**src/rtl/pipe_ctrl.sv**
```systemverilog
// pipe_ctrl: Y86-64 five-stage pipeline control (stall/bubble, cc enable, halt FSM, perf counters)
// Ports:
//   clk, reset              clock and asynchronous active-high reset
//   D_icode                 icode held in D
//   d_srcA, d_srcB          decode source registers (0xF = none)
//   E_icode, E_dstM         icode and load destination held in E
//   e_Cnd                   branch condition from execute
//   m_stat, W_stat          status leaving memory / held in W
//   F_stall..W_stall        per-register stall and bubble controls
//   set_cc                  condition-code write enable
//   halted                  pipeline frozen
//   stall_cnt, bubble_cnt   saturating activity counters
module pipe_ctrl #(
    parameter int RET_BUBBLES = 3,
    parameter int CNT_W       = 32
) (
    input  logic             clk,
    input  logic             reset,
    input  logic [3:0]       D_icode,
    input  logic [3:0]       d_srcA,
    input  logic [3:0]       d_srcB,
    input  logic [3:0]       E_icode,
    input  logic [3:0]       E_dstM,
    input  logic             e_Cnd,
    input  logic [3:0]       m_stat,
    input  logic [3:0]       W_stat,
    output logic             F_stall,
    output logic             D_stall,
    output logic             D_bubble,
    output logic             E_bubble,
    output logic             M_bubble,
    output logic             W_stall,
    output logic             set_cc,
    output logic             halted,
    output logic [CNT_W-1:0] stall_cnt,
    output logic [CNT_W-1:0] bubble_cnt
);
    localparam logic [3:0] I_JXX = 4'h7, I_OPQ = 4'h6, I_MRMOVQ = 4'h5, I_RET = 4'h9, I_POPQ = 4'hB;
    localparam logic [3:0] S_AOK = 4'h1, R_NONE = 4'hF;
    typedef enum logic [1:0] {ST_RUN, ST_DRAIN, ST_HALTED} state_t;
    state_t           r_state, w_state_nxt;
    logic [2:0]       r_ret_cnt, w_ret_nxt;
    logic [CNT_W-1:0] r_stall_cnt, r_bubble_cnt;
    logic             w_lu, w_mp, w_retD, w_ret_busy, w_m_exc, w_w_exc;
    assign w_lu       = (E_icode == I_MRMOVQ || E_icode == I_POPQ) && E_dstM != R_NONE &&
                        (E_dstM == d_srcA || E_dstM == d_srcB);
    assign w_mp       = E_icode == I_JXX && !e_Cnd;
    assign w_retD     = D_icode == I_RET;
    assign w_ret_busy = r_ret_cnt != 3'd0;
    assign w_m_exc    = m_stat != S_AOK;
    assign w_w_exc    = W_stat != S_AOK;
    assign stall_cnt  = r_stall_cnt;
    assign bubble_cnt = r_bubble_cnt;
    // Output decode; reset forces bubbles into D/E/M while it is asserted.
    always_comb begin
        F_stall  = 1'b0;
        D_stall  = 1'b0;
        D_bubble = 1'b0;
        E_bubble = 1'b0;
        M_bubble = 1'b0;
        W_stall  = 1'b0;
        set_cc   = 1'b0;
        halted   = 1'b0;
        if (reset) begin
            D_bubble = 1'b1;
            E_bubble = 1'b1;
            M_bubble = 1'b1;
        end else if (r_state == ST_HALTED) begin
            F_stall = 1'b1;
            D_stall = 1'b1;
            W_stall = 1'b1;
            halted  = 1'b1;
        end else if (r_state == ST_DRAIN) begin
            F_stall  = 1'b1;
            D_bubble = 1'b1;
            E_bubble = 1'b1;
            M_bubble = 1'b1;
        end else begin
            F_stall  = w_lu | w_retD | w_ret_busy;
            D_stall  = w_lu;
            // a load-use stall holds the ret in D instead of bubbling it
            D_bubble = w_mp | (!w_lu & (w_retD | w_ret_busy));
            E_bubble = w_mp | w_lu;
            M_bubble = w_m_exc | w_w_exc;
            set_cc   = E_icode == I_OPQ && !w_m_exc && !w_w_exc;
        end
    end
    always_comb begin
        w_state_nxt = r_state;
        w_ret_nxt   = 3'd0;
        if (r_state == ST_RUN) begin
            w_state_nxt = w_w_exc ? ST_HALTED : w_m_exc ? ST_DRAIN : ST_RUN;
            // accepted ret: this cycle is the first bubble, count the rest
            w_ret_nxt   = w_mp ? 3'd0 :
                          (w_retD && !w_lu && !w_ret_busy) ? 3'(RET_BUBBLES - 1) :
                          w_ret_busy ? r_ret_cnt - 3'd1 : 3'd0;
        end else if (r_state == ST_DRAIN) begin
            w_state_nxt = w_w_exc ? ST_HALTED : ST_DRAIN;
        end
    end
    always_ff @(posedge clk or posedge reset) begin
        if (reset) begin
            r_state      <= ST_RUN;
            r_ret_cnt    <= 3'd0;
            r_stall_cnt  <= '0;
            r_bubble_cnt <= '0;
        end else begin
            r_state   <= w_state_nxt;
            r_ret_cnt <= w_ret_nxt;
            if (r_state == ST_RUN && F_stall && !(&r_stall_cnt))
                r_stall_cnt <= r_stall_cnt + CNT_W'(1);
            if (E_bubble && !(&r_bubble_cnt))
                r_bubble_cnt <= r_bubble_cnt + CNT_W'(1);
        end
    end
endmodule

```
**config.mk**
```make
export PLATFORM = sky130hd
export DESIGN_NAME = pipe_ctrl
export DESIGN_NICKNAME = d
export VERILOG_FILES = /design/src/rtl/pipe_ctrl.sv
export SDC_FILE = /design/constraint.sdc
export NUM_CORES = 1
export LEC_CHECK = 0
export ABC_AREA = 0
export BUFFER_PORTS_ARGS = -buffer_cell sky130_fd_sc_hd__buf_4
export CAP_MARGIN = 40
export CORE_UTILIZATION = 52
export DETAILED_ROUTE_END_ITERATION = 10
export PLACE_DENSITY = 0.8
export SYNTH_ARGS = -nofsm -noshare
export SYNTH_HDL_FRONTEND = slang
export SYNTH_SLANG_ARGS = --single-unit
```
**constraint.sdc**
```tcl
create_clock -name clk -period 2.7 [get_ports clk]
set_input_delay 0 -clock clk [delete_from_list [all_inputs] [get_ports clk]]
set_output_delay 0 -clock clk [all_outputs]
set_load 0.005 [all_outputs]
```
== After elaboration in Yosys (flattened, before gate mapping) ==
Cells that the tools add are included.
Cells by class
  $mul: 0
  add/sub/neg operators: 3
  divide/modulo/power cells: 0
  reductions and logical operators: 24
  shifts and indexed selects: 0
  bitwise logic cells: 7
  multiplexer cells: 29
  magnitude comparators: 0
  equality and inequality tests: 12
Operator list (count)
  32-bit by 1-bit adder with 32-bit output (second input constant): 2
  32-bit AND reduction: 2
  1-bit 2-to-1 mux: 21
  4-bit by 3-bit equality test with 1-bit output (second input constant): 3
  3-bit 2-to-1 mux: 4
  1-bit logical AND: 10
  4-bit equality test: 2
  4-bit equality test (second input constant): 2
  2-bit 2-to-1 mux: 4
  4-bit by 1-bit != test with 1-bit output (second input constant): 2
  1-bit logical NOT: 7
  1-bit bitwise OR: 6
  4-bit != test (second input constant): 1
  3-bit nonzero test: 1
  3-bit by 1-bit subtractor with 3-bit output (second input constant): 1
  2-bit by 1-bit equality test with 1-bit output (second input constant): 1
  2-bit equality test (second input constant): 1
  2-bit logical NOT: 1
  1-bit logical OR: 2
  2-bit nonzero test: 1
  1-bit AND: 1
Word-level totals
  RAM bits: 0
  memories: 0
  output and inout port bits: 72
  latch bits: 0
  input port bits: 31
  logic and storage cells: 79
  register bits after elaboration: 69
  ROM bits: 0

== Logic depth before layout (Yosys ltp) ==
Gate-level depths: netlist of the first run.
  word-level depth: 11
  gate-level depth with buffers: 9
  depth with buffers taken out: 7

== Worst setup path before layout of the first run ==
No wires, ideal clock.
  path kind: input to register
  from: input port reset
  to: register r_bubble_cnt[29], in the netlist bubble_cnt[29]
  stages: 7
  setup time: 132 ps
  arrival: 2790 ps
  data required time: 2568 ps
  buffers on the path: 1
  setup slack: -222 ps
  cells stage by stage: inv_1 -> nand2_1 -> inv_2 -> a211o_1 -> buf_2 -> nor3_1 -> xor2_1
Between the ends
  word-level cells in the longest chain between the ends: 2
RTL lines
  from (decl): RTL line 18  | input logic reset,
  1-bit 2-to-1 mux: RTL line 64  | if (reset) begin
  1-bit logical AND: RTL line 112  | if (E_bubble && !(&r_bubble_cnt))
  to (signal assigned): RTL line 113  | r_bubble_cnt <= r_bubble_cnt + CNT_W'(1);
  to (decl): RTL line 43  | logic [CNT_W-1:0] r_stall_cnt, r_bubble_cnt;
Every way passes these cells.
A chain may end at the register's enable or synchronous reset.

== Worst setup path after layout of the first run ==
  from: register r_stall_cnt[0], in the netlist stall_cnt[0]
  to: register r_stall_cnt[22], in the netlist stall_cnt[22]
Between the ends
  word-level cells in the longest chain between the ends: 3
  elaborated cells on any way between the ends: 4
  those cells by class: 1 x add/sub; 3 x reduce/logical
RTL lines
  from (decl): RTL line 43
  from (signal assigned): RTL line 111  | r_stall_cnt <= r_stall_cnt + CNT_W'(1);
  branches (longest 3 deep; another with 32-bit by 1-bit adder with 32-bit output)
Several ways; the timed one is not identified.

==> impl_metrics.json, run 1 <==
{
  "worstPathMaxFanout": 19,
  "grt_overflow": 0,
  "ir_drop_mv": 0.281,
  "synth_most_common_cell": "dfrtp_1",
  "grt_pass1_wl_mm": 15.3,
  "ys.flop_type": "dfrtp_1",
  "seqPwrFrac_pct": 47.6,
  "wl_per_cell_um": 15.9,
  "gp_congestion": 0.840,
  "grt_start_max_net_pins": 50,
  "viasPerCell": 5.67,
  "post_cts_resize_count": 0,
  "async_flop_share_pct": 100,
  "syn_to_final_growth_pct": 30.6,
  "netlist_top_cells_area": "dfrtp_1, xor2_1, xnor2_1, nand4_1, nand3_1",
  "syn_avg_cell_area_um2": 10.1,
  "cts_root_buf": "clkbuf_8",
  "ys_ff_latch": 69,
  "path_cells": "ha_1, and4_1, nand4_1, o211a_1, nand4_1, xnor2_1",
  "skew_ns": 0.00819,
  "rrSetupSlack_ns": 0.45,
  "final_cell_area_um2": 4790,
  "dp_hpwl_mm": 6.43,
  "min_path_type": "input port to flop",
  "drtAntennaViolNets": 0,
  "grt.total_usage_pct": 26.3,
  "crit_type": "flop to flop",
  "cts_buffer_depth": 2,
  "ys_seq_area_share_pct": 47.1,
  "cts_tree": "yes",
  "slowest_stage": "o211a_1",
  "p_int_uw": 1780,
  "synth_warnings": 0,
  "io_pins": 103,
  "pwr-share-comb_pct": 13.6,
  "worstSkewPairLatency_ns": 0.35,
  "p_leak_uw": 0.00226,
  "synth_top_area_share_pct": 47.1,
  "synth_edf_count": 0,
  "die_area_um2": 7400,
  "core_um2": 6790,
  "cts_setup_buffers": 0,
  "setup_tns_ns": 0,
  "worstHoldStart": "W_stat[3]",
  "layout.nets": 504,
  "worstReg2RegStart": "stall_cnt[0]$_DFFE_PP0P_",
  "cts_buffers": 9,
  "drc_errors": 0,
  "vias": 3245,
  "port_buffers": 102,
  "routed_wl_mm": 9.09,
  "netSwitchingFraction_pct": 27.0,
  "status": "completed",
  "placed_area_um2": 4540,
  "hold_path_end": "r_state[0]$_DFFE_PP0P_",
  "finalSetupViolCount": 0,
  "start_kind": "flop",
  "cp.required_ns": 2.95,
  "power_density_nw_per_um2": 509,
  "cp.arrival_ns": 2.51,
  "clock_sinks": 69,
  "core.rowCount": 30,
  "period_minus_slack_ns": 2.25,
  "synth_fp_nets": 395,
  "postLayoutCoreUtil_pct": 70.5,
  "fmax_ghz": 0.444,
  "cpMostUsedCell": "nand4_1",
  "rsz0062_at_grt": "false",
  "slew_viol_final": 0,
  "timing_hold_violations_final": 0,
  "synth_commonest_cells": "dfrtp_1, xor2_1, nand2_1, xnor2_1",
  "synth_cells": 362,
  "drtIter0Drc": 164,
  "ff2ff_path_depth": 6,
  "diodes": 0,
  "crit_path_end_kind": "flop",
  "slew_headroom_pct": 52.9,
  "clkPwrFrac_pct": 38.8,
  "firstDrtPassIters": 4,
  "htree_levels": 3,
  "crit_buf_inv": 0,
  "yosysTopAreaCell": "dfrtp_1",
  "grt_pass1_vias": 3200,
  "grt_antenna_before_repair": 0,
  "post-route-period-util_pct": 83.5,
  "r2r_end": "stall_cnt[22]$_DFFE_PP0P_",
  "start_util_pct": 54.0,
  "cpPeakStageDelay_ns": 0.55,
  "whs_path_depth": 3,
  "cts.clk_slew.worst_paths_ns": 0.08,
  "fp.dieH_um": 86.0,
  "maxCapViolations": 0,
  "max_slew.worst_pin.slew_ns": 0.697,
  "critPathTopFamily": "simple AND/OR/NAND/NOR gates",
  "drive_above_1_share_pct": 28.2,
  "synth_cell_types": 49,
  "p_switching_uw": 659,
  "fp.dieW_um": 86.0,
  "syn-cell-area_um2": 3670
}
## power groups by stage
stage	Combinational (µW)	Clock [µW]	Sequential [µW]
2_1_floorplan	158	0	1170
3_3_place_gp	320	0	1180
3_5_place_dp	330	0	1180
4_1_cts	335	962	1160
5_1_grt	366	1010	1180
6_report	331	947	1160
## flip-flops by register name (all words and copies together), names as in the netlist
register / count
bubble_cnt: 32
r_ret_cnt: 3
stall_cnt: 32
r_state: 2
## metal layers
| layer | vias up | wire length, µm | GRT usage, % | part of all wire [%] |
|---|---|---|---|---|
| li1 | 1542 | - | - | - |
| met2 | 93 | 4720 | 44.6 | 52 |
| met1 | 1593 | 3780 | 32.7 | 42 |
| met4 | 0 | 194 | 11.4 | 2.1 |
| met5 | - | 0 | 0 | 0 |
| met3 | 17 | 389 | 5.00 | 4.3 |
## final cells by class
type	count	area, µm²
Clock buffer	9	124
Timing Repair Buffer	109	846
Inverter	4	18.8
Multi-Input combinational cell	278	1860
Tap cell	96	120
Clock inverter	7	98.8
Sequential cell	69	1730
Fill cell	522	2000
## cells by family (layout without fill, tap and decap cells)
kind of cell    count (synthesis)  after routing  share of synthesized area (%)
xor+xnor                       70             70                           16.7
flops                          69             69                           47.1
compound gates                 15             15                           3.07
buf+inv                        15            129                           2.32
simple gates                  191            191                           30.2
fa+ha+maj                       2              2                          0.682
## through the flow
stage,power (µW),setup WS [ns],cells,hold slack (ns)
finish,2440,0.446,572,0.0564
detailed placement,1510,0.487,553,0.115
global placement,1500,0.492,552,0.260
CTS,2460,0.445,572,0.0492
global route,2560,0.293,572,0.0431
floorplan,1330,0.172,362,0.0276
## worst max path at each step
stage,startpoint,to,slack [ns],depth (start not counted)
detailed placement,stall_cnt[0]$_DFFE_PP0P_,stall_cnt[31]$_DFFE_PP0P_,0.49,6
global route,stall_cnt[0]$_DFFE_PP0P_,stall_cnt[7]$_DFFE_PP0P_,0.29,6
floorplan,reset,bubble_cnt[29]$_DFFE_PP0P_,0.17,7
global placement,stall_cnt[0]$_DFFE_PP0P_,stall_cnt[25]$_DFFE_PP0P_,0.49,6
CTS,stall_cnt[0]$_DFFE_PP0P_,stall_cnt[22]$_DFFE_PP0P_,0.44,6
finish,stall_cnt[0]$_DFFE_PP0P_,stall_cnt[22]$_DFFE_PP0P_,0.45,6
## worst reg2reg max path, delay by kind of cell (launching register included)
kind	cells	cell delay, ns
AND/OR/NAND/NOR	3	0.66
AO/OA/AOI/OAI	1	0.55
flip-flops	1	0.42
adder cells (fa/ha/maj)	1	0.32
XOR/XNOR	1	0.22
## layout by cell type (no fill, tap or decap), drive strengths merged, types with 3 or more instances in the layout
| cell | instances |
|---|---|
| nand4 | 29 |
| xor2 | 40 |
| nor2 | 15 |
| clkinv | 3 |
| nand3 | 29 |
| and4 | 7 |
| buf | 106 |
| inv | 4 |
| nor4b | 6 |
| nor3 | 23 |
| and2 | 6 |
| and3 | 9 |
| dfrtp | 69 |
| nor4 | 20 |
| nand2 | 34 |
| clkbuf | 9 |
| dlygate4sd3 | 3 |
| xnor2 | 30 |
| a21oi | 4 |
## repair_timing
item | 4_1_cts | 5_1_grt
setup endpoints to repair | 0 | 0
hold endpoints to repair | 21 | 0
hold buffers | 3 | 0
No activity file was read; power rests on OpenSTA's default activity.
==> run 2, diff against run 1 <==
==> constraint.sdc (replaced) <==
create_clock -name clk -period 2.3 [get_ports clk]
set_input_delay 0 -clock clk [delete_from_list [all_inputs] [get_ports clk]]
set_output_delay 0 -clock clk [all_outputs]
set_load 0.005 [all_outputs]
==> impl_metrics.json, run 2 (synthesis gave the netlist of run 1 again) <==
{
  "setup_tns_ns": 0,
  "p_int_uw": 1920,
  "topRoutingLayerUsed": "met4",
  "fp.dieW_um": 86.0,
  "timing_hold_violations_final": 0,
  "crit_type": "flop to flop",
  "crit_end": "stall_cnt[10]$_DFFE_PP0P_",
  "cp.required_ns": 2.53,
  "max_slew.worst_pin.slew_ns": 0.646,
  "clkPwrFrac_pct": 34.1,
  "cts_root_buf": "clkbuf_8",
  "met3_length_um": 462,
  "diodes": 0,
  "cts_buffer_depth": 2,
  "stdcell_count": 579,
  "grt_start_max_net_pins": 38,
  "p_switching_uw": 745,
  "netSwitchingFraction_pct": 28.0,
  "cts_setup_buffers": 0,
  "wl_per_cell_um": 15.4,
  "grt_pass1_wl_mm": 15.4,
  "worstSkewPairLatency_ns": 0.35,
  "grt_antenna_before_repair": 0,
  "pwr-share-comb_pct": 14.5,
  "period_minus_slack_ns": 2.07,
  "seqPwrFrac_pct": 51.4,
  "cts_buffers": 9,
  "cp.arrival_ns": 2.30,
  "final_cell_area_um2": 4810,
  "post-route-period-util_pct": 89.9,
  "maxCapViolations": 0,
  "multiInputGateArea_um2": 1870,
  "io_pins": 103,
  "clock_sinks": 69,
  "dp.cells": 561,
  "grt.total_usage_pct": 26.4,
  "placed_area_um2": 4600,
  "rrSetupSlack_ns": 0.23,
  "dp_hpwl_mm": 6.51,
  "r2r_end": "stall_cnt[10]$_DFFE_PP0P_",
  "core.rowCount": 30,
  "drtAntennaViolNets": 0,
  "worstPathMaxFanout": 19,
  "final_common_cell": "buf_4",
  "power_density_nw_per_um2": 553,
  "syn_to_final_growth_pct": 31.1,
  "vias": 3290,
  "worstHoldStart": "m_stat[2]",
  "slew_headroom_pct": 56.3,
  "finalSetupViolCount": 0,
  "wl_met2_mm": 4.41,
  "cts_tree": "yes",
  "htree_levels": 3,
  "worstReg2RegStart": "stall_cnt[0]$_DFFE_PP0P_",
  "port_buffers": 102,
  "start_util_pct": 54.0,
  "skew_ns": 0.00979,
  "crit_path_end_kind": "flop",
  "die_area_um2": 7400,
  "slew_viol_final": 0,
  "fp.dieH_um": 86.0,
  "drc_errors": 0,
  "start_kind": "flop",
  "gp_congestion": 0.922,
  "viasPerCell": 5.68,
  "ir_drop_mv": 0.360,
  "grt_overflow": 0,
  "final_cell_mix": "buf_4, dfrtp_1, xor2_1",
  "wl_met1_mm": 3.72,
  "fmax_ghz": 0.484,
  "fill_cells": 506,
  "drtIter0Drc": 224,
  "rsz0062_at_grt": "false",
  "grt_pass1_vias": 3273,
  "firstDrtPassIters": 4,
  "cts.clk_slew.worst_paths_ns": 0.07,
  "layout.nets": 512,
  "ff2ff_path_depth": 6,
  "register_area_um2": 1730,
  "routed_wl_mm": 8.90,
  "p_leak_uw": 0.00227,
  "core_um2": 6790,
  "status": "completed",
  "drive_above_1_share_pct": 29.8,
  "min_path_type": "input port to flop",
  "crit_start": "stall_cnt[0]$_DFFE_PP0P_"
}
run 2: cell type report:
cell class,count,area share (%)
Sequential cell,69,35.9
Inverter,4,0.390
Timing Repair Buffer,117,18.7
Clock buffer,11,3.15
Multi-Input combinational cell,278,38.9
Clock inverter,4,0.494
Tap cell,96,2.50
run 2: power groups by stage:
stage | Sequential [µW] | Combinational [µW] | Clock [µW]
2_1_floorplan | 1380 | 187 | 0
3_3_place_gp | 1390 | 371 | 0
4_1_cts | 1370 | 389 | 914
5_1_grt | 1380 | 425 | 967
6_report | 1370 | 386 | 907
3_5_place_dp | 1390 | 384 | 0
run 2: metrics by stage:
stage / power (µW) / setup WS [ns] / hold WS, ns / utilization, %
floorplan: 1560 / -0.00940 / 0.0276 / -
global placement: 1760 / 0.205 / 0.253 / 67.4
detailed placement: 1770 / 0.148 / 0.211 / 67.7
CTS: 2670 / 0.131 / 0.0480 / 70.7
global route: 2770 / 0.0382 / 0.0811 / 70.8
finish: 2660 / 0.232 / 0.0531 / 70.8
run 2: layer usage:
metal / GRT usage (%) / up-vias
li1: - / 1548
met1: 33.0 / 1585
met2: 44.5 / 127
met3: 4.14 / 30
met4: 13.0 / 0
met5: 0 / -
run 2: worst max-delay path, stage by stage, from the launching register on:
cell	delay, ns
dfrtp_1	0.42
ha_1	0.31
and4_1	0.28
nand4_1	0.14
o211a_2	0.45
nand4_1	0.17
xnor2_1	0.15
run 2: worst min-delay path by stage:
stage | to | slack, ns | depth (start not counted)
3_5_place_dp | bubble_cnt[23]$_DFFE_PP0P_ | 0.21 | 3
3_3_place_gp | set_cc | 0.25 | 3
6_report | r_state[0]$_DFFE_PP0P_ | 0.05 | 4
4_1_cts | r_state[0]$_DFFE_PP0P_ | 0.05 | 3
5_1_grt | r_state[0]$_DFFE_PP0P_ | 0.08 | 3
2_1_floorplan | F_stall | 0.03 | 1
run 2: repair_timing:
action / in CTS / in global routing
hold endpoints to repair: 33 / 0
hold buffers: 3 / 0
endpoints found under the setup margin: 0 / 16
resized for setup: 0 / 2
